<file path="src/rtl/muldiv_pkg.sv">
// Shared definitions for the RV32M multiply/divide unit: widths, FUNCT3
// encodings, FSM states and the fixed special-case result constants.
package muldiv_pkg;

    localparam int XLEN  = 32;
    localparam int CNT_W = 6;

    localparam logic [2:0] F3_MUL    = 3'b000;
    localparam logic [2:0] F3_MULH   = 3'b001;
    localparam logic [2:0] F3_MULHSU = 3'b010;
    localparam logic [2:0] F3_MULHU  = 3'b011;
    localparam logic [2:0] F3_DIV    = 3'b100;
    localparam logic [2:0] F3_DIVU   = 3'b101;
    localparam logic [2:0] F3_REM    = 3'b110;
    localparam logic [2:0] F3_REMU   = 3'b111;

    localparam logic [XLEN-1:0] ALL_ONES = 32'hFFFF_FFFF;
    localparam logic [XLEN-1:0] INT_MIN  = 32'h8000_0000;

    typedef enum logic [1:0] {
        S_IDLE,
        S_MUL,
        S_DIV,
        S_DONE
    } state_t;

endpackage

</file>
<file path="src/rtl/muldiv_sign_fix.sv">
// Conditional two's-complement negation: turns signed operands into
// magnitudes and applies the final sign to products, quotients and remainders.
module muldiv_sign_fix
    import muldiv_pkg::*;
#(
    parameter int W = XLEN
) (
    input  logic [W-1:0] val,
    input  logic         neg,
    output logic [W-1:0] res
);

    assign res = neg ? (~val + 1'b1) : val;

endmodule

</file>
<file path="src/rtl/muldiv_unit.sv">
// Iterative RV32M multiply/divide unit: shift-add multiply, restoring divide.
// Define MULDIV_FAST_MUL_EN for a single-cycle multiply using the synthesis multiplier.
module muldiv_unit
    import muldiv_pkg::*;
(
    input  logic            clk,
    input  logic            rst_n,
    input  logic            START,
    input  logic [2:0]      FUNCT3,
    input  logic [XLEN-1:0] OPA,
    input  logic [XLEN-1:0] OPB,
    input  logic [4:0]      RD_IN,
    output logic            BUSY,
    output logic            DONE,
    output logic [XLEN-1:0] RESULT,
    output logic [4:0]      RD_OUT
);

    localparam logic [CNT_W-1:0] ITERS = CNT_W'(XLEN);

    state_t              state;
    logic [CNT_W-1:0]    cnt;
    logic [2*XLEN-1:0]   prod;      // product, or {remainder, quotient} when dividing
    logic [XLEN-1:0]     mcand;     // multiplicand, or divisor
    logic [2:0]          f3;
    logic [4:0]          rd_q;
    logic                q_neg, r_neg, early_q;
    logic [XLEN-1:0]     early_res_q;

    logic                a_signed, b_signed, neg_a, neg_b;
    logic [XLEN-1:0]     mag_a, mag_b;
    logic                div_zero, overflow, early;
    logic [XLEN-1:0]     early_res;

    // NOTE: every always_comb output gets a default first so no path can infer a latch.
    always_comb begin
        a_signed = 1'b0;
        b_signed = 1'b0;
        case (FUNCT3)
            F3_MUL, F3_MULH, F3_DIV, F3_REM: begin
                a_signed = 1'b1;
                b_signed = 1'b1;
            end
            F3_MULHSU: a_signed = 1'b1;
            default: ;
        endcase
    end

    assign neg_a = a_signed & OPA[XLEN-1];
    assign neg_b = b_signed & OPB[XLEN-1];

    muldiv_sign_fix #(.W(XLEN)) u_mag_a (.val(OPA), .neg(neg_a), .res(mag_a));
    muldiv_sign_fix #(.W(XLEN)) u_mag_b (.val(OPB), .neg(neg_b), .res(mag_b));

    assign div_zero = FUNCT3[2] && (OPB == '0);
    assign overflow = ((FUNCT3 == F3_DIV) || (FUNCT3 == F3_REM)) &&
                      (OPA == INT_MIN) && (OPB == ALL_ONES);

`ifdef MULDIV_FAST_MUL_EN
    logic signed [2*XLEN-1:0] ext_a, ext_b;
    logic        [2*XLEN-1:0] fast_prod;

    assign ext_a     = {{XLEN{neg_a}}, OPA};
    assign ext_b     = {{XLEN{neg_b}}, OPB};
    assign fast_prod = ext_a * ext_b;
    assign early     = div_zero | overflow | ~FUNCT3[2];
`else
    assign early     = div_zero | overflow;
`endif

    always_comb begin
        early_res = '0;
        if (div_zero)
            early_res = FUNCT3[1] ? OPA : ALL_ONES;
        else if (overflow)
            early_res = FUNCT3[1] ? '0 : INT_MIN;
`ifdef MULDIV_FAST_MUL_EN
        else if (!FUNCT3[2])
            early_res = (FUNCT3 == F3_MUL) ? fast_prod[XLEN-1:0] : fast_prod[2*XLEN-1:XLEN];
`endif
    end

    logic [XLEN:0]       mul_sum, div_sh, div_diff;
    logic [2*XLEN-1:0]   mul_next, div_next;

    assign mul_sum  = {1'b0, prod[2*XLEN-1:XLEN]} + (prod[0] ? {1'b0, mcand} : '0);
    assign mul_next = {mul_sum, prod[XLEN-1:1]};

    // A borrow out of the trial subtraction means the divisor did not fit.
    assign div_sh   = {prod[2*XLEN-1:XLEN], prod[XLEN-1]};
    assign div_diff = div_sh - {1'b0, mcand};
    assign div_next = div_diff[XLEN] ? {div_sh[XLEN-1:0],   prod[XLEN-2:0], 1'b0}
                                     : {div_diff[XLEN-1:0], prod[XLEN-2:0], 1'b1};

    logic [2*XLEN-1:0]   prod_fixed;
    logic [XLEN-1:0]     quo_fixed, rem_fixed, mul_res, div_res;

    muldiv_sign_fix #(.W(2*XLEN)) u_prod_fix (.val(prod), .neg(q_neg), .res(prod_fixed));
    muldiv_sign_fix #(.W(XLEN)) u_quo_fix (.val(prod[XLEN-1:0]), .neg(q_neg), .res(quo_fixed));
    muldiv_sign_fix #(.W(XLEN)) u_rem_fix (.val(prod[2*XLEN-1:XLEN]), .neg(r_neg), .res(rem_fixed));

    assign mul_res = (f3 == F3_MUL) ? prod_fixed[XLEN-1:0] : prod_fixed[2*XLEN-1:XLEN];
    assign div_res = f3[1] ? rem_fixed : quo_fixed;

    // NOTE: sequential state uses non-blocking assignments so all registers update together.
    always_ff @(posedge clk or negedge rst_n) begin
        if (!rst_n) begin
            state       <= S_IDLE;
            BUSY        <= 1'b0;
            DONE        <= 1'b0;
            RESULT      <= '0;
            RD_OUT      <= '0;
            cnt         <= '0;
            prod        <= '0;
            mcand       <= '0;
            f3          <= '0;
            rd_q        <= '0;
            q_neg       <= 1'b0;
            r_neg       <= 1'b0;
            early_q     <= 1'b0;
            early_res_q <= '0;
        end else begin
            DONE <= 1'b0;
            case (state)
                S_IDLE: if (START) begin
                    f3          <= FUNCT3;
                    rd_q        <= RD_IN;
                    q_neg       <= neg_a ^ neg_b;
                    r_neg       <= neg_a;
                    cnt         <= '0;
                    early_q     <= early;
                    early_res_q <= early_res;
                    BUSY        <= 1'b1;
                    if (FUNCT3[2]) begin
                        prod  <= {{XLEN{1'b0}}, mag_a};
                        mcand <= mag_b;
                    end else begin
                        prod  <= {{XLEN{1'b0}}, mag_b};
                        mcand <= mag_a;
                    end
                    // One-cycle results wait in DIV for a single edge before DONE.
                    state <= (FUNCT3[2] || early) ? S_DIV : S_MUL;
                end
                S_MUL, S_DIV: begin
                    if (early_q || cnt == ITERS) begin
                        state  <= S_DONE;
                        DONE   <= 1'b1;
                        RESULT <= early_q ? early_res_q : ((state == S_MUL) ? mul_res : div_res);
                        RD_OUT <= rd_q;
                    end else begin
                        cnt  <= cnt + 1'b1;
                        prod <= (state == S_MUL) ? mul_next : div_next;
                    end
                end
                S_DONE: begin
                    state <= S_IDLE;
                    BUSY  <= 1'b0;
                end
                default: begin
                    state <= S_IDLE;
                    BUSY  <= 1'b0;
                end
            endcase
        end
    end

endmodule
</file>
<file path="config.mk">
export PLATFORM = sky130hd
export DESIGN_NAME = muldiv_unit
export DESIGN_NICKNAME = d
export VERILOG_FILES = /design/src/rtl/muldiv_pkg.sv /design/src/rtl/muldiv_sign_fix.sv /design/src/rtl/muldiv_unit.sv
export SDC_FILE = /design/constraint.sdc
export NUM_CORES = 1
export LEC_CHECK = 0
export BUFFER_PORTS_ARGS = -buffer_cell sky130_fd_sc_hd__buf_2
export CELL_PAD_IN_SITES_DETAIL_PLACEMENT = 1
export CELL_PAD_IN_SITES_GLOBAL_PLACEMENT = 1
export CORE_MARGIN = 2
export CORE_UTILIZATION = 36
export CTS_CLUSTER_DIAMETER = 80
export CTS_CLUSTER_SIZE = 28
export DETAILED_ROUTE_END_ITERATION = 6
export GPL_TIMING_DRIVEN = 0
export PLACE_DENSITY = 0.7
export SLEW_MARGIN = 30
export SYNTH_ARGS = -nofsm -noshare
export SYNTH_HDL_FRONTEND = slang
export SYNTH_SLANG_ARGS = --single-unit
</file>
<file path="constraint.sdc">
create_clock -name clk -period 7.25 [get_ports clk]
set_input_delay 1.45 -clock clk [delete_from_list [all_inputs] [get_ports clk]]
set_output_delay 1.45 -clock clk [all_outputs]
set_load 0.005 [all_outputs]
</file>
### Word level (Yosys, flattened, before mapping)

Index checks and enable logic that the tools add are counted.

* flip-flop bits (word level): 186
* input bits: 75
* output and inout bits: 39
* logic and storage cells: 98

* add/sub/neg operators: 8
* equal/unequal tests: 13
* muxes and demuxes: 34
* bitwise operators: 9
* reduce and logical (&&, ||, !) cells: 20

Operator list (count)
* $mux W32: 15
* $mux W64: 5
* $add A32 B1 Y32 const B: 4
* $not A32 Y32: 4
* $pmux W64 S2: 1
* $add A64 B1 Y64 const B: 1
* $eq A32 B32 Y1 const B: 2
* $not A64 Y64: 1
* $add A32 B32 Y33: 1
* $sub A33 B32 Y33: 1
* $logic_not A32 Y1: 1
* $mux W6: 2
* $pmux W6 S2: 1
* $reduce_and A2 Y1: 4
* $add A6 B1 Y6 const B: 1
* $eq A3 B3 Y1 const B: 2
* $eq A6 B6 Y1 const B: 1
* $logic_not A3 Y1: 2
* $mux W2: 3
* $ne A2 B2 Y1 const B: 3
* $pmux W2 S3: 1
* $mux W1: 5
* $reduce_or A5 Y1: 1
* $eq A2 B2 Y1 const B: 2
* other kinds (14): 20

### Depth between registers and ports, before layout

* depth after elaboration: 9
* depth in mapped cells: 14
* depth with buffers taken out: 13

### Cells and area by module

A second synthesis with hierarchy kept.

* cell total of the unflattened synthesis: 2274
* area, all modules: 18796.8 um2

Modules (own cells, without submodules)
* muldiv_unit: times used 1, cells each 1672, area each 14039.7 um2, seq. area each 4654.5 um2
* muldiv_sign_fix at u_mag_a ...: times used 4, cells each 99, area each 777.0 um2, seq. area each 0.0 um2
* muldiv_sign_fix at u_prod_fix: times used 1, cells each 206, area each 1649.1 um2, seq. area each 0.0 um2

### Worst setup path before layout

No wires, ideal clock.

* kind: input to register
* start: input port OPA[13]
* end: register prod[30]
* library setup time: 0.126 ns
* arrival time: 3.869 ns
* required time: 7.124 ns
* setup slack: 3.255 ns
* stages on the path: 8
* path buffers: 0
* cell sequence: or4_1 or4_1 or3_1 nor4_2 a21oi_1 xnor2_1 mux2i_1 a221o_1

* word-level cells in the longest chain between the ends: 6

RTL lines
* start, declared: line muldiv_unit.sv:10 `input logic [XLEN-1:0] OPA,`
* $not A32 Y32: line muldiv_sign_fix.sv:13 `assign res = neg ? (~val + 1'b1) : val;`
* $add A32 B1 Y32: line muldiv_sign_fix.sv:13
* $mux W32: line muldiv_sign_fix.sv:13
* $mux W32: line muldiv_unit.sv:134 `if (FUNCT3[2]) begin`
* $mux W64: line muldiv_unit.sv:125 `S_IDLE: if (START) begin`
* $pmux W64 S2: line muldiv_unit.sv:124 `case (state)`
* end signal, assigned: line muldiv_unit.sv:135 `prod <= {{XLEN{1'b0}}, mag_a};`
* end signal, assigned: line muldiv_unit.sv:138 `prod <= {{XLEN{1'b0}}, mag_b};`
* end signal, assigned: line muldiv_unit.sv:152 `prod <= (state == S_MUL) ? mul_next : div_next;`
* end, declared: line muldiv_unit.sv:23 `logic [2*XLEN-1:0] prod;`

No other way between the ends. The select of a mux whose other input is x is not followed.
A chain may end at the register's enable or synchronous reset.

### Final worst setup path

* start: register prod[32]
* end: register prod[62]

* word-level cells in the longest chain between the ends: 5
* elaborated cells on any way between the ends: 6
* classes of those cells: add/sub: 2; mux: 4

RTL lines
* $sub A33 B32 Y33: line muldiv_unit.sv:91 `assign div_diff = div_sh - {1'b0, mcand};`
* $mux W64: line muldiv_unit.sv:92 `assign div_next = div_diff[XLEN] ? {div_sh[XLEN-1:0], prod[XLEN-2:0], 1'b0}`
* $mux W64 *: line muldiv_unit.sv:152
* $mux W64 *: line muldiv_unit.sv:145 `if (early_q || cnt == ITERS) begin`
* $pmux W64 S2 *: line muldiv_unit.sv:124

Every way passes the cells marked *; elsewhere a longest branch is shown, timed or not. The select of a mux whose other input is x is not followed.

==> flow_summary.json <==
{
  "detailed_place_hpwl_mm": 65.0,
  "drv_cap": 0,
  "period_minus_slack_ns": 5.18,
  "grt.overflow.total": 0,
  "synth_top_cell_area_share_pct": 27.4,
  "io_buffer_count": 112,
  "grt_use_met1_pct": 44.2,
  "grt_pass1_wl_mm": 119,
  "p_per_area_nw_per_um2": 512,
  "synth_cells": 2217,
  "avgSynthCellArea_sq_um": 7.65,
  "die_x_um": 221,
  "grtUsageMet2_pct": 51.5,
  "min_to": "RD_OUT[2]$_DFFE_PN0P_",
  "start_kind": "flop",
  "finClkSkew_ns": 0.0124,
  "ys_seq_area_share_pct": 27.4,
  "period_share_pct": 71.4,
  "grt_pass1_vias": 18400,
  "power.share.clock_pct": 10.1,
  "r2r_start": "prod[32]$_DFFE_PN0P_",
  "hold_depth": 2,
  "drt-pass1-iter-count": 5,
  "syn_area_sq_um": 17000,
  "post_cts_resize_count": 0,
  "p_sw_share_pct": 57.3,
  "fmax_mhz": 193,
  "status": "completed",
  "drtIter0Drc": 1384,
  "grt_max_degree": 82,
  "start_util_pct": 36.4,
  "nNetsFinal": 2501,
  "drc_errors": 0,
  "hold_path.class": "reg2reg",
  "htreeDepth": 4,
  "io_pins": 114,
  "ff2ff_setup_slack_ns": 2.07,
  "min_from": "RD_OUT[2]$_DFFE_PN0P_",
  "setup_viol": 0,
  "setup-tns-final_ns": 0,
  "synth-async-reset-ratio_pct": 100,
  "synth_fp_nets": 2368,
  "die_h_um": 221,
  "worstPathMaxFanout": 10,
  "relSlewSlack_pct": 28.9,
  "p_seq_share_pct": 18.1,
  "dieArea_sq_um": 48900,
  "crit_type": "reg2reg",
  "rsz0062_at_grt": "no",
  "cts_buffers": 17,
  "rr_worst_depth": 12,
  "core-area_sq_um": 46600,
  "grt.total_usage_pct": 32.3,
  "arrival_ns": 5.54,
  "antenna_found_initial": 0,
  "holdBufCountCts": 0,
  "wl_per_cell_um": 27.1,
  "routabilityCongestion": 0.993,
  "placementRows": 79,
  "p_leak_uw": 0.00804,
  "p_int_uw": 4150,
  "clk_pin_slew_worst_paths_ns": 0.08,
  "area_growth_pct": 11.7,
  "yosysTopAreaCell": "dfrtp_1",
  "antenna_cells": 0,
  "ant_nets": 0,
  "cts_tree": "built",
  "synth_cell_type_count": 77,
  "vias": 18200,
  "synth_ff_type": "dfrtp_1",
  "routed_via_density": 6.13,
  "cts_root_buffer": "clkbuf_16",
  "slew_violations": 0,
  "fillCellCount": 5834,
  "worst_slew_pin_slew_ns": 1.07,
  "post_cts_buffers": 0,
  "end_kind": "flop",
  "yosysWarnings": 0,
  "switchingPower_uw": 5560,
  "ir_drop_mv": 0.340,
  "worstPathRequired_ns": 7.61,
  "reg2reg_to": "prod[62]$_DFFE_PN0P_",
  "synth_edf_count": 0,
  "ys_top_cells_by_area": "dfrtp_1 27%, o21ai_0 7.4%, nand2_1 5.9%",
  "ys_seq_elements": 186,
  "finalHoldViolCount": 0,
  "share_comb_of_total_power_pct": 71.8,
  "use_met3_pct": 3.80,
  "clock_sinks": 186,
  "wirelength_mm": 80.4,
  "grt-busiest-layer": "met2",
  "clockBufferDepth": 2,
  "clock_latency_ns": 0.48,
  "postLayoutCoreUtil_pct": 40.7,
  "drive_gt1_share_pct": 8.80
}
-- area by class of cell --
class | count | area (sq um) | share of cell area (%)
multi-input cells | 1792 | 11400 | 60.1
flip-flops and latches | 186 | 4650 | 24.6
well taps | 607 | 759 | 4.01
repair buffers | 114 | 626 | 3.30
plain buffers | 157 | 614 | 3.24
clock buffers | 20 | 467 | 2.46
inverters | 82 | 308 | 1.62
clock inverters | 12 | 126 | 0.667
-- metrics by stage --
stage / hold slack [ns] / cells / total power, uW / worst slack [ns] / instance area [sq um]
global placement: 0.452 / 2936 / 8380 / 1.43 / 18300
detailed placement: 0.465 / 2938 / 8520 / 1.91 / 18400
finish: 0.481 / 2970 / 9710 / 2.07 / 19000
CTS: 0.479 / 2970 / 9540 / 1.90 / 18900
global route: 0.506 / 2970 / 10300 / 1.88 / 19000
floorplan: 0.435 / 2217 / 6170 / 3.25 / 17000
-- layer usage --
metal	part of all wire (%)	vias up	routed length (um)
li1	-	8222	-
met1	45	9232	35900
met2	45	618	36600
met3	5.8	126	4640
met4	4.0	0	3250
met5	0	-	0
-- worst max-delay path by stage --
stage                         startpoint                   end  slack (ns)  cells past startpoint
floorplan                        OPA[13]  prod[30]$_DFFE_PN0P_        3.25                      8
global placement                   rst_n  mcand[8]$_DFFE_PN0P_        1.43                      1
detailed placement  prod[32]$_DFFE_PN0P_  prod[62]$_DFFE_PN0P_        1.91                     12
CTS                 prod[32]$_DFFE_PN0P_  prod[62]$_DFFE_PN0P_        1.90                     12
global route        prod[32]$_DFFE_PN0P_  prod[63]$_DFFE_PN0P_        1.88                     13
finish              prod[32]$_DFFE_PN0P_  prod[62]$_DFFE_PN0P_        2.07                     12
-- power by group through the flow --
| stage | sequential (uW) | clock (uW) | combinational [uW] |
|---|---|---|---|
| 2_1_floorplan | 1580 | 0 | 4580 |
| 3_3_place_gp | 1740 | 0 | 6640 |
| 3_5_place_dp | 1760 | 0 | 6760 |
| 4_1_cts | 1740 | 993 | 6810 |
| 5_1_grt | 1790 | 1030 | 7520 |
| 6_report | 1760 | 979 | 6980 |
-- cells in the mapped netlist (13+ instances only) --
cell type,number
and2_1,13
nor3_1,47
nor4_1,16
or4_1,16
nand3_1,23
or3_1,20
nor2b_1,14
xnor2_1,101
nand4_1,21
nand2_1,266
and3_1,18
inv_1,79
o221ai_1,20
clkbuf_1,140
o41ai_1,15
xor2_1,102
ha_1,74
nand2b_1,16
nor2_1,193
o21ai_0,252
a31oi_1,34
nand3b_1,17
dfrtp_1,186
a21o_1,31
o211ai_1,25
o31ai_1,29
a21oi_1,168
mux2_2,32
mux2i_1,47
a211oi_1,33
-- critical path, stage by stage, from the launching register on --
cell      delay [ns]
dfrtp_1         0.65
clkbuf_1        0.52
inv_1           0.29
fa_1            0.49
nor2b_1         0.23
o31a_1          0.26
o211ai_1        0.24
and4b_1         0.32
o211a_1         0.28
nor4_4          0.56
clkbuf_1        0.66
o21ai_0         0.27
o31a_1          0.29
-- placed cells by master, fill, tap and decap left out, types with 10 or more instances in the layout --
cell type | synthesis | layout
a21o_1 | 31 | 31
a211oi_1 | 33 | 33
buf_2 | 5 | 116
a31oi_1 | 34 | 34
a221oi_1 | 11 | 11
nand2_1 | 266 | 266
nor2b_1 | 14 | 14
and3_1 | 18 | 18
mux2_2 | 32 | 32
inv_1 | 79 | 79
clkbuf_16 | 0 | 17
nand3b_1 | 17 | 17
o221ai_1 | 20 | 20
o31ai_1 | 29 | 29
nor3_1 | 47 | 47
nand3_1 | 23 | 23
xor2_1 | 102 | 102
a21oi_1 | 168 | 168
o21a_1 | 10 | 10
nand4_1 | 21 | 21
and2_1 | 13 | 13
nand2b_1 | 16 | 16
nor4_1 | 16 | 16
clkbuf_1 | 140 | 140
o21bai_1 | 12 | 12
dfrtp_1 | 186 | 186
nor2_1 | 193 | 193
mux2i_1 | 47 | 47
ha_1 | 74 | 74
or3_1 | 20 | 20
xnor2_1 | 101 | 101
o41ai_1 | 15 | 15
o21ai_0 | 252 | 252
or4_1 | 16 | 16
o211ai_1 | 25 | 25
a221o_1 | 10 | 10
-- flip-flops by register name, indices dropped and copies added, names as in the netlist --
signal       cells
prod            64
RESULT          32
early_res_q     32
mcand           32
cnt              6
RD_OUT           5
rd_q             5
f3               3
state            2
BUSY             1
DONE             1
early_q          1
q_neg            1
r_neg            1
-- cell families (layout without fill, tap and decap cells) --
| family | Yosys count | after routing | synth area share, % |
|---|---|---|---|
| AOI/OAI and AO/OA | 721 | 721 | 26.2 |
| and+or+nand+nor | 713 | 713 | 19.8 |
| buffers and inverters | 239 | 385 | 5.44 |
| xor gates and xnor gates | 203 | 203 | 10.5 |
| DFF | 186 | 186 | 27.4 |
| muxes | 79 | 79 | 4.90 |
| adders and majority gates | 76 | 76 | 5.69 |
Note: power is estimated with default switching activity, not from simulation.
